**config.mk**
```make
export PLATFORM = sky130hd
export DESIGN_NAME = tc_product_rescale_flat
export DESIGN_NICKNAME = d
export VERILOG_FILES = /design/src/rtl/tc_pkg.sv /design/src/rtl/tc_product_rescale_if.sv /design/src/rtl/tc_skid_buf.sv /design/src/rtl/tc_product_rescale.sv /design/src/flat_wrapper.sv
export SDC_FILE = /design/constraint.sdc
export NUM_CORES = 1
export LEC_CHECK = 0
export ABC_AREA = 1
export BUFFER_PORTS_ARGS = -buffer_cell sky130_fd_sc_hd__buf_2
export CORE_MARGIN = 1
export CORE_UTILIZATION = 52
export DETAILED_ROUTE_END_ITERATION = 6
export GPL_TIMING_DRIVEN = 0
export MAX_ROUTING_LAYER = met4
export PLACE_DENSITY = 0.75
export SLEW_MARGIN = 40
export SYNTH_ARGS = -nofsm -noshare
export SYNTH_HDL_FRONTEND = slang
export SYNTH_SLANG_ARGS = --single-unit
```
**constraint.sdc**
```tcl
create_clock -name ap_clk -period 1.8 [get_ports ap_clk]
set_input_delay 0.36 -clock ap_clk [delete_from_list [all_inputs] [get_ports ap_clk]]
set_output_delay 0.36 -clock ap_clk [all_outputs]
set_load 0.005 [all_outputs]
```
**src/rtl/tc_pkg.sv**
```systemverilog
// Shared widths and fixed-point helpers for the TrackletCalculator rescale points.
package tc_pkg;

    localparam int DEF_PROD_W = 31;
    localparam int DEF_SHIFT  = 14;
    localparam int DEF_OUT_W  = 16;
    localparam int DEF_CNT_W  = 16;

    typedef struct packed {
        logic signed [63:0] value;
        logic               sat;
    } sat_res_t;

    // Clamp a signed value into a signed field of the given width, flagging a clip.
    function automatic sat_res_t sat_signed(input logic signed [63:0] value,
                                            input int unsigned        width);
        logic signed [63:0] max_v;
        logic signed [63:0] min_v;
        sat_res_t           res;
        max_v   = (64'sd1 <<< (width - 1)) - 64'sd1;
        min_v   = -(64'sd1 <<< (width - 1));
        res.sat = 1'b1;
        if (value > max_v) begin
            res.value = max_v;
        end else if (value < min_v) begin
            res.value = min_v;
        end else begin
            res.value = value;
            res.sat   = 1'b0;
        end
        return res;
    endfunction

    // Arithmetic right shift with round-half-toward-plus-infinity.
    function automatic logic signed [63:0] round_shift(input logic signed [63:0] value,
                                                       input int unsigned        shift);
        return (value + (64'sd1 <<< (shift - 1))) >>> shift;
    endfunction

endpackage

```
**src/rtl/tc_product_rescale_if.sv**
```systemverilog
// Product-in / rescaled-word-out stream bundle plus per-event status.
interface tc_product_rescale_if
    import tc_pkg::*;
#(
    parameter int PROD_W = DEF_PROD_W,
    parameter int OUT_W  = DEF_OUT_W,
    parameter int CNT_W  = DEF_CNT_W
);
    logic signed [PROD_W-1:0] prod_data;
    logic                     prod_valid;
    logic                     prod_last;
    logic                     prod_ready;
    logic signed [OUT_W-1:0]  out_data;
    logic                     out_sat;
    logic                     out_last;
    logic                     out_valid;
    logic                     out_ready;
    logic                     ev_done;
    logic [CNT_W-1:0]         ev_count;
    logic [CNT_W-1:0]         ev_sat_count;

    modport master (
        output prod_data, prod_valid, prod_last, out_ready,
        input  prod_ready, out_data, out_sat, out_last, out_valid,
               ev_done, ev_count, ev_sat_count
    );

    modport slave (
        input  prod_data, prod_valid, prod_last, out_ready,
        output prod_ready, out_data, out_sat, out_last, out_valid,
               ev_done, ev_count, ev_sat_count
    );
endinterface

```
**src/rtl/tc_skid_buf.sv**
```systemverilog
// Two-entry FIFO-ordered valid/ready buffer with a registered, not-full ready.
module tc_skid_buf #(
    parameter int W = 32
) (
    input  logic         ap_clk,
    input  logic         ap_rst_n,
    input  logic [W-1:0] in_data_i,
    input  logic         in_valid_i,
    output logic         in_ready_o,
    output logic [W-1:0] out_data_o,
    output logic         out_valid_o,
    input  logic         out_ready_i
);
    logic [W-1:0] mem_q [2];
    logic         rd_ptr_q;
    logic         wr_ptr_q;
    logic [1:0]   cnt_q;
    logic [1:0]   cnt_d;
    logic         ready_q;
    logic         push;
    logic         pop;

    assign push        = in_valid_i && ready_q;
    assign pop         = out_valid_o && out_ready_i;
    assign out_valid_o = (cnt_q != 2'd0);
    assign out_data_o  = mem_q[rd_ptr_q];
    assign in_ready_o  = ready_q;

    always_comb begin
        cnt_d = cnt_q;
        if (push && !pop) begin
            cnt_d = cnt_q + 2'd1;
        end else if (pop && !push) begin
            cnt_d = cnt_q - 2'd1;
        end
    end

    // Ready looks at the next occupancy so it never depends on out_ready_i combinationally.
    always_ff @(posedge ap_clk or negedge ap_rst_n) begin
        if (!ap_rst_n) begin
            rd_ptr_q <= 1'b0;
            wr_ptr_q <= 1'b0;
            cnt_q    <= 2'd0;
            ready_q  <= 1'b1;
        end else begin
            cnt_q   <= cnt_d;
            ready_q <= (cnt_d != 2'd2);
            if (push) wr_ptr_q <= ~wr_ptr_q;
            if (pop)  rd_ptr_q <= ~rd_ptr_q;
        end
    end

    always_ff @(posedge ap_clk) begin
        if (push) mem_q[wr_ptr_q] <= in_data_i;
    end
endmodule

```
**src/rtl/tc_product_rescale.sv**
```systemverilog
// Rounds and saturates multiplier products to the datapath width and tallies
// per-event word and saturation counts for the event controller.
module tc_product_rescale
    import tc_pkg::*;
#(
    parameter int PROD_W = DEF_PROD_W,
    parameter int SHIFT  = DEF_SHIFT,
    parameter int OUT_W  = DEF_OUT_W,
    parameter int CNT_W  = DEF_CNT_W
) (
    input logic                 ap_clk,
    input logic                 ap_rst_n,
    tc_product_rescale_if.slave bus
);
    localparam int                       SUM_W   = PROD_W + 1;
    localparam logic signed [SUM_W-1:0]  HALF    = SUM_W'(64'sd1 <<< (SHIFT - 1));
    localparam logic [CNT_W-1:0]         CNT_MAX = '1;

    logic [PROD_W:0]          skid_in;
    logic [PROD_W:0]          skid_out;
    logic                     skid_valid;
    logic                     skid_ready;
    logic signed [PROD_W-1:0] skid_prod;

    logic                     s1_valid_q, s1_valid_d;
    logic signed [SUM_W-1:0]  s1_sum_q, s1_sum_d;
    logic                     s1_last_q, s1_last_d;
    logic                     s2_valid_q, s2_valid_d;
    logic [OUT_W-1:0]         s2_data_q, s2_data_d;
    logic                     s2_sat_q, s2_sat_d;
    logic                     s2_last_q, s2_last_d;
    sat_res_t                 s2_res;

    logic [CNT_W-1:0]         run_cnt_q, run_cnt_d;
    logic [CNT_W-1:0]         run_sat_q, run_sat_d;
    logic [CNT_W-1:0]         ev_count_q, ev_count_d;
    logic [CNT_W-1:0]         ev_sat_q, ev_sat_d;
    logic                     ev_done_q, ev_done_d;
    logic [CNT_W-1:0]         cnt_inc;
    logic [CNT_W-1:0]         sat_inc;

    logic                     s1_load;
    logic                     s2_load;
    logic                     out_xfer;

    assign skid_in = {bus.prod_last, bus.prod_data};

    tc_skid_buf #(.W(PROD_W + 1)) u_skid (
        .ap_clk      (ap_clk),
        .ap_rst_n    (ap_rst_n),
        .in_data_i   (skid_in),
        .in_valid_i  (bus.prod_valid),
        .in_ready_o  (bus.prod_ready),
        .out_data_o  (skid_out),
        .out_valid_o (skid_valid),
        .out_ready_i (skid_ready)
    );

    assign skid_prod  = skid_out[PROD_W-1:0];
    assign out_xfer   = s2_valid_q && bus.out_ready;
    assign s2_load    = s1_valid_q && (!s2_valid_q || bus.out_ready);
    assign skid_ready = !s1_valid_q || s2_load;
    assign s1_load    = skid_valid && skid_ready;

    always_comb begin
        s1_valid_d = s1_valid_q;
        s1_sum_d   = s1_sum_q;
        s1_last_d  = s1_last_q;
        if (s1_load) begin
            s1_valid_d = 1'b1;
            s1_sum_d   = SUM_W'(skid_prod) + HALF;
            s1_last_d  = skid_out[PROD_W];
        end else if (s2_load) begin
            s1_valid_d = 1'b0;
        end

        s2_res     = sat_signed(64'(s1_sum_q) >>> SHIFT, OUT_W);
        s2_valid_d = s2_valid_q;
        s2_data_d  = s2_data_q;
        s2_sat_d   = s2_sat_q;
        s2_last_d  = s2_last_q;
        if (s2_load) begin
            s2_valid_d = 1'b1;
            s2_data_d  = s2_res.value[OUT_W-1:0];
            s2_sat_d   = s2_res.sat;
            s2_last_d  = s1_last_q;
        end else if (out_xfer) begin
            s2_valid_d = 1'b0;
        end
    end

    // Counts stick at all-ones so an oversized event still reads as "at least max".
    assign cnt_inc = (run_cnt_q == CNT_MAX) ? run_cnt_q : run_cnt_q + CNT_W'(1);
    assign sat_inc = (s2_sat_q && run_sat_q != CNT_MAX) ? run_sat_q + CNT_W'(1) : run_sat_q;

    always_comb begin
        run_cnt_d  = run_cnt_q;
        run_sat_d  = run_sat_q;
        ev_count_d = ev_count_q;
        ev_sat_d   = ev_sat_q;
        ev_done_d  = 1'b0;
        if (out_xfer) begin
            if (s2_last_q) begin
                ev_count_d = cnt_inc;
                ev_sat_d   = sat_inc;
                ev_done_d  = 1'b1;
                run_cnt_d  = '0;
                run_sat_d  = '0;
            end else begin
                run_cnt_d = cnt_inc;
                run_sat_d = sat_inc;
            end
        end
    end

    always_ff @(posedge ap_clk or negedge ap_rst_n) begin
        if (!ap_rst_n) begin
            s1_valid_q <= 1'b0;
            s1_sum_q   <= '0;
            s1_last_q  <= 1'b0;
            s2_valid_q <= 1'b0;
            s2_data_q  <= '0;
            s2_sat_q   <= 1'b0;
            s2_last_q  <= 1'b0;
            run_cnt_q  <= '0;
            run_sat_q  <= '0;
            ev_count_q <= '0;
            ev_sat_q   <= '0;
            ev_done_q  <= 1'b0;
        end else begin
            s1_valid_q <= s1_valid_d;
            s1_sum_q   <= s1_sum_d;
            s1_last_q  <= s1_last_d;
            s2_valid_q <= s2_valid_d;
            s2_data_q  <= s2_data_d;
            s2_sat_q   <= s2_sat_d;
            s2_last_q  <= s2_last_d;
            run_cnt_q  <= run_cnt_d;
            run_sat_q  <= run_sat_d;
            ev_count_q <= ev_count_d;
            ev_sat_q   <= ev_sat_d;
            ev_done_q  <= ev_done_d;
        end
    end

    assign bus.out_valid    = s2_valid_q;
    assign bus.out_data     = s2_data_q;
    assign bus.out_sat      = s2_sat_q;
    assign bus.out_last     = s2_last_q;
    assign bus.ev_done      = ev_done_q;
    assign bus.ev_count     = ev_count_q;
    assign bus.ev_sat_count = ev_sat_q;
endmodule
```
**src/flat_wrapper.sv**
```systemverilog
// flat-port wrapper written by rule: the top's interface ports become plain ports
module tc_product_rescale_flat import tc_pkg::*;
#(
    parameter int PROD_W = DEF_PROD_W,
    parameter int SHIFT  = DEF_SHIFT,
    parameter int OUT_W  = DEF_OUT_W,
    parameter int CNT_W  = DEF_CNT_W
)
  (ap_clk, ap_rst_n, bus_prod_data, bus_prod_valid, bus_prod_last, bus_out_ready, bus_prod_ready, bus_out_data, bus_out_sat, bus_out_last, bus_out_valid, bus_ev_done, bus_ev_count, bus_ev_sat_count);
  tc_product_rescale_if #(.PROD_W(PROD_W), .OUT_W(OUT_W), .CNT_W(CNT_W)) bus_i ();
  input logic ap_clk;
  input logic ap_rst_n;
  input wire logic [$bits(bus_i.prod_data)-1:0] bus_prod_data;
  input wire logic [$bits(bus_i.prod_valid)-1:0] bus_prod_valid;
  input wire logic [$bits(bus_i.prod_last)-1:0] bus_prod_last;
  input wire logic [$bits(bus_i.out_ready)-1:0] bus_out_ready;
  output wire logic [$bits(bus_i.prod_ready)-1:0] bus_prod_ready;
  output wire logic [$bits(bus_i.out_data)-1:0] bus_out_data;
  output wire logic [$bits(bus_i.out_sat)-1:0] bus_out_sat;
  output wire logic [$bits(bus_i.out_last)-1:0] bus_out_last;
  output wire logic [$bits(bus_i.out_valid)-1:0] bus_out_valid;
  output wire logic [$bits(bus_i.ev_done)-1:0] bus_ev_done;
  output wire logic [$bits(bus_i.ev_count)-1:0] bus_ev_count;
  output wire logic [$bits(bus_i.ev_sat_count)-1:0] bus_ev_sat_count;
  assign bus_i.prod_data = bus_prod_data;
  assign bus_i.prod_valid = bus_prod_valid;
  assign bus_i.prod_last = bus_prod_last;
  assign bus_i.out_ready = bus_out_ready;
  assign bus_prod_ready = bus_i.prod_ready;
  assign bus_out_data = bus_i.out_data;
  assign bus_out_sat = bus_i.out_sat;
  assign bus_out_last = bus_i.out_last;
  assign bus_out_valid = bus_i.out_valid;
  assign bus_ev_done = bus_i.ev_done;
  assign bus_ev_count = bus_i.ev_count;
  assign bus_ev_sat_count = bus_i.ev_sat_count;
  tc_product_rescale #(.PROD_W(PROD_W), .SHIFT(SHIFT), .OUT_W(OUT_W), .CNT_W(CNT_W)) u_core (.ap_clk(ap_clk), .ap_rst_n(ap_rst_n), .bus(bus_i));
endmodule
```
**Word-level counts from Yosys, hierarchy flattened**

Memories as Yosys holds them, arrays and structs flattened.
Index checks and enable logic that the tools add are counted.

- Add/subtract/negate cells: 5
- Multipliers: 0
- Div/mod/pow operators: 0
- Magnitude comparators: 2
- Eq/ne operators: 3
- Shift-type cells: 0
- Mux-type cells: 18
- Bitwise operators: 2
- Reductions and logical operators: 17

Operators with widths:

| kind | number |
|---|---|
| $mux W16 | 6 |
| $add A16 B1 Y16 const B | 2 |
| $add A31 B15 Y32 const B | 1 |
| $gt A18 B16 Y1 const B | 1 |
| $lt A18 B16 Y1 const B | 1 |
| $eq A16 B16 Y1 const B | 1 |
| $ne A16 B16 Y1 const B | 1 |
| $mux W1 | 10 |
| $logic_and A1 B1 Y1 | 7 |
| $reduce_bool A2 Y1 | 3 |
| $logic_not A1 Y1 | 4 |
| $mux W2 | 2 |
| $add A2 B1 Y2 const B | 1 |
| $logic_or A1 B1 Y1 | 2 |
| $ne A2 B2 Y1 const B | 1 |
| $not A1 Y1 | 2 |
| $reduce_and A2 Y1 | 1 |
| $sub A2 B1 Y2 const B | 1 |

- Bits in registers: 123
- Latch bits: 0
- Memory bits (writable): 64
- Memory bits (read-only): 0
- Output and inout bits: 53
- Memories: 1

Memory list:

| name | depth | width | rd ports | clocked after Yosys merged registers in | write ports | line | source |
|---|---|---|---|---|---|---|---|
| u_core.u_skid.mem_q | 2 | 32 | 1 | 0 | 1 | tc_skid_buf.sv:14 | `logic [W-1:0] mem_q [2];` |

**Logic depth before layout (Yosys ltp)**

- Depth after elaboration: 9
- Gate-level depth with buffers: 15
- Gate-level depth less buffers: 13

**Hierarchy**

From an unflattened synthesis, not the netlist that was laid out.

- Cells, all modules: 890
- Area, all modules: 7840.0 um^2

Modules (own cells, without submodules):

| module | times used | cells each | area each (um^2) | sequential area each (um^2) |
|---|---|---|---|---|
| tc_product_rescale | 1 | 691 | 5221.3 | 2602.5 |
| tc_skid_buf | 1 | 199 | 2618.8 | 2048.2 |

**Least setup slack after synthesis**

No wires, ideal clock.

- Path type: flip-flop to flip-flop
- From: register u_core.u_skid.ready_q (netlist: u_core.u_skid.in_ready_o)
- To: memory u_core.u_skid.mem_q[1][13], enable pin
- Library setup time: 0.395 ns
- Data arrival time: 1.449 ns
- Slack: -0.043 ns
- Cell stages (with the launch flop): 3
- Path buffers: 0
- Clock period less this slack: 1.843 ns
- Path through: dfstp_2 -> nand2_1 -> nor2_1

- Word-level cells in the longest chain between the ends: 3

Ends and longest elaborated chain:

| what | line | source |
|---|---|---|
| from (decl) | tc_skid_buf.sv:19 | `logic ready_q;` |
| from (signal assigned) | tc_skid_buf.sv:47 | `ready_q <= (cnt_d != 2'd2);` |
| $logic_and A1 B1 Y1 | tc_skid_buf.sv:23 | `assign push = in_valid_i && ready_q;` |
| $mux W1 | tc_skid_buf.sv:54 | `if (push) mem_q[wr_ptr_q] <= in_data_i;` |
| $mux W1 (implied by the code) | tc_skid_buf.sv:54 |  |
| to (decl) | tc_skid_buf.sv:14 |  |

No other way between the ends.

**Final worst setup path**

- From: register u_core.run_cnt_q[1]
- To: register u_core.run_cnt_q[10]

- Word-level cells in the longest chain between the ends: 3
- Elaborated cells on any way between the ends: 4

Ends and longest elaborated chain:

| what | line | source |
|---|---|---|
| from (decl) | tc_product_rescale.sv:34 | `logic [CNT_W-1:0] run_cnt_q, run_cnt_d;` |
| from (signal assigned) | tc_product_rescale.sv:138 | `run_cnt_q <= run_cnt_d;` |
| $add A16 B1 Y16 / $eq A16 B16 Y1 (equally long branches) | tc_product_rescale.sv:93 | `assign cnt_inc = (run_cnt_q == CNT_MAX) ? run_cnt_q : run_cnt_q + CNT_W'(1);` |
| $mux W16 (*) | tc_product_rescale.sv:93 |  |
| $mux W16 (*) | tc_product_rescale.sv:103 | `if (s2_last_q) begin` |

Mark *: on every way between the ends. The rest lies on a longest branch, timed or not.
A chain may end at the register's enable or synchronous reset.

==> impl_results.md <==
- Run status: finished clean
- Sequential share of power: 36.4%
- Yosys reg bits: between 100 and 150
- Total track usage: a little under a quarter
- IO Count: slightly below 90
- Core Region: 13,200 µm²
- Detail Route Antenna Nets: 0
- HPWL after DPL: 10.6 mm
- Clock share of power: between 20% and 30%
- RSZ-0062 raised after global routing: true
- Final clock skew: 6.52 ps
- Die height: ~120 µm
- Diode count: 0
- Post-synth EDFFs: 38
- Final Cell Area: 8790 µm²
- Slew @ Worst Pin: 550 ps
- RePlAce Congestion: 0.921
- Setup WS post-layout: 0.476 ps
- Tmin final: between 1500 and 2000 ps
- CTS tree: built
- Critical path data required time: roughly 2100 ps
- Post-synth ARST share: 74.1%
- Max Clk Rate: roughly 0.56 GHz
- Post-placement setup slack: -147 ps
- CP top delay family: simple AND/OR/NAND/NOR gates
- Area Overhead vs Synth: 24.6%
- Max IR drop VDD: 0.960 mV
- Root buf cell: clkbuf_16
- Pwr Total: approximately 13,000 µW
- Share of post-route cells with drive strength above 1: between 20% and 30%
- Largest net degree at the start of global routing: 62
- Wire per inst: 13.5 µm
- Syn nets: 886
- Total wire length: 15.6 mm
- Die W: 118 µm
- Clock transition at path regs: roughly 60 ps
- Setup Total Neg Slack: 0 ps
- Critical Path Max Stage Delay: between 300 and 400 ps
- Main flop type after synthesis: dfrtp_1
- Final setup viols: 0
- Relative slew slack: 63.3%
- H-Tree Depth: 4
- Crit Path Class: reg -> reg
- Distinct cells, synth: 39
- Initial DRC Count: 458
- Comb pwr share: 34.2%
- Initial antenna violation count: 0
- Sequential cell area fraction in the yosys report: 54.9%
- Worst EP arrival: 2140 ps
- Tcrit/Tclk final: 100%
- # port buffers: 75
- Sw frac: 35.0%
- CTS Buffer Depth: 2
- Slew Viols, Final: 0
- Leak: 0.00436 µW
- Share of the synthesized area in the top cell type: about two fifths
- Switch Pwr: 4500 µW
- DIE AREA: 14,000 µm²
- Inserted Clock Buffers: 17
- Most frequent cells after synthesis: nand2_1 (363), dfrtp_1 (108), inv_1 (61), nor2_1 (56), o21ai_0 (45)
- Hold WC Path Type: in -> reg
- Syn. warnings: 0
- Core Rows: 42
- Cell repeated most along the worst path: nand2_1
- CP Cell Sequence: ha_2 -> nand2_4 -> nor3_4 -> buf_4 -> nand2_2 -> nor2_4 -> nand2_1 -> nand2_1 -> nand3_1 -> o21ai_1
- Global-route wire length before repair: 25.4 mm
- Vias: 5,827
- Vias per inst: 5.04
- Startpoint types: flop
- Critical path's slowest cell: dfrtp_1
- Synth area leaders: dfrtp_1 (38%), nand2_1 (19%), edfxtp_1 (16%)
- Area leader, netlist: dfrtp_1
- DRC Markers: 0
- Fill cells: 1,100
- Crit path buffers/inverters: 1
- Clock tree sinks: 147
- Number of nets in the layout: 1,007
- Most frequent cell after synthesis: nand2_1
- Int Pwr: 8340 µW
- Starting density of the core: 53.2%
- Vias in the first global route: 5,358
- Netlist Area Pre-Place: between 7000 and 8000 µm²
- Final hold violations: 0
- Max Cap Violations: 0
- Cells after Synth: 846
- Cell Area, Placed: 7700 µm²
- Total grt overflow: 0
- Worst Setup End Kind: flop
- CP Max Fanout: 4
- P per Cell Area: about 1500 nW/µm²
- Initial DRT Pass Iterations: 5
- Clock latency on the worst-skew pair: 420 ps
- Synthesized area per cell: 8.33 µm²
[power groups by stage]
stage	combinational, µW	sequential (µW)	clock [µW]
5_1_grt	4890	4760	3990
3_3_place_gp	3650	4700	0
4_1_cts	3890	4670	3820
2_1_floorplan	2620	4640	0
3_5_place_dp	3760	4730	0
6_report	4390	4680	3770
[cells by family after synthesis]
logic type / after synthesis / synth area share, %
DFF: 147 / 54.9
adders and majority gates: 4 / 0.710
xor gates and xnor gates: 20 / 2.48
AOI/OAI and AO/OA: 70 / 5.50
buffers and inverters: 91 / 5.94
and+or+nand+nor: 514 / 30.5
[cell usage in the layout, fill, tap and decap left out, drive strengths merged, types with 38 or more instances in the layout]
master	n
edfxtp	38
nand3	44
o21ai	57
buf	111
inv	67
clkbuf	40
nor2	62
nand2	383
dfrtp	108
[timing repair]
item	CTS	global route
setup endpoints to repair	13	76
pin swaps	2	14
setup buffers	4	19
cloned	0	2
hold buffers	1	0
gates resized for setup	11	57
endpoints found under the hold margin	59	0
[metrics by stage]
step | hold WS [ps] | instances | utilization, %
global route | 109 | 1156 | 66.4
detailed placement | 330 | 1098 | 58.1
CTS | 109 | 1135 | 63.5
floorplan | 64.4 | 846 | -
finish | 123 | 1156 | 66.4
global placement | 458 | 1097 | 57.7
[path summary, 6_finish.rpt]
kind,start,end,slack (ps),cells after the start
worst min-delay path,bus_prod_data[13],u_core.u_skid.mem_q[0][13]$_DFFE_PP_,120,1
min in group asynchronous,ap_rst_n,u_core.bus.ev_count[14]$_DFFE_PN0P_,470,2
worst max register to register,u_core.run_cnt_q[1]$_DFFE_PN0P_,u_core.run_cnt_q[10]$_DFFE_PN0P_,0.5,10
worst max-delay path,u_core.run_cnt_q[1]$_DFFE_PN0P_,u_core.run_cnt_q[10]$_DFFE_PN0P_,0.5,10
max in group asynchronous,ap_rst_n,u_core.bus.out_data[3]$_DFFE_PN0P_,730,3
worst min register to register,u_core.bus.ev_count[13]$_DFFE_PN0P_,u_core.bus.ev_count[13]$_DFFE_PN0P_,470,2
[state kept, by name, indices dropped and copies added (netlist names), 2 cells and up]
| name | cells |
|---|---|
| u_core.u_skid.cnt_q | 2 |
| u_core.u_skid.mem_q | 38 |
| u_core.run_cnt_q | 16 |
| u_core.bus.out_data | 16 |
| u_core.s1_sum_q | 18 |
| u_core.bus.ev_sat_count | 16 |
| u_core.bus.ev_count | 16 |
| u_core.run_sat_q | 16 |
[layout make-up]
type | instances | area [µm²] | area share (%)
inverter | 66 | 265 | 3.02
buffer | 25 | 181 | 2.06
clock inverter | 7 | 114 | 1.30
clock buffer | 25 | 528 | 6.01
sequential | 147 | 3870 | 44.0
tap | 176 | 220 | 2.51
multi-input combinational | 608 | 2960 | 33.7
timing repair buffer | 102 | 649 | 7.39
[per-layer routing]
layer	track usage, %	vias up	routed length (µm)
li1	-	2944	-
met1	28.6	2713	6610
met2	40.4	143	8070
met3	5.31	27	638
met4	7.20	0	247
met5	-	-	0
Power figures use the tool's default switching activity.
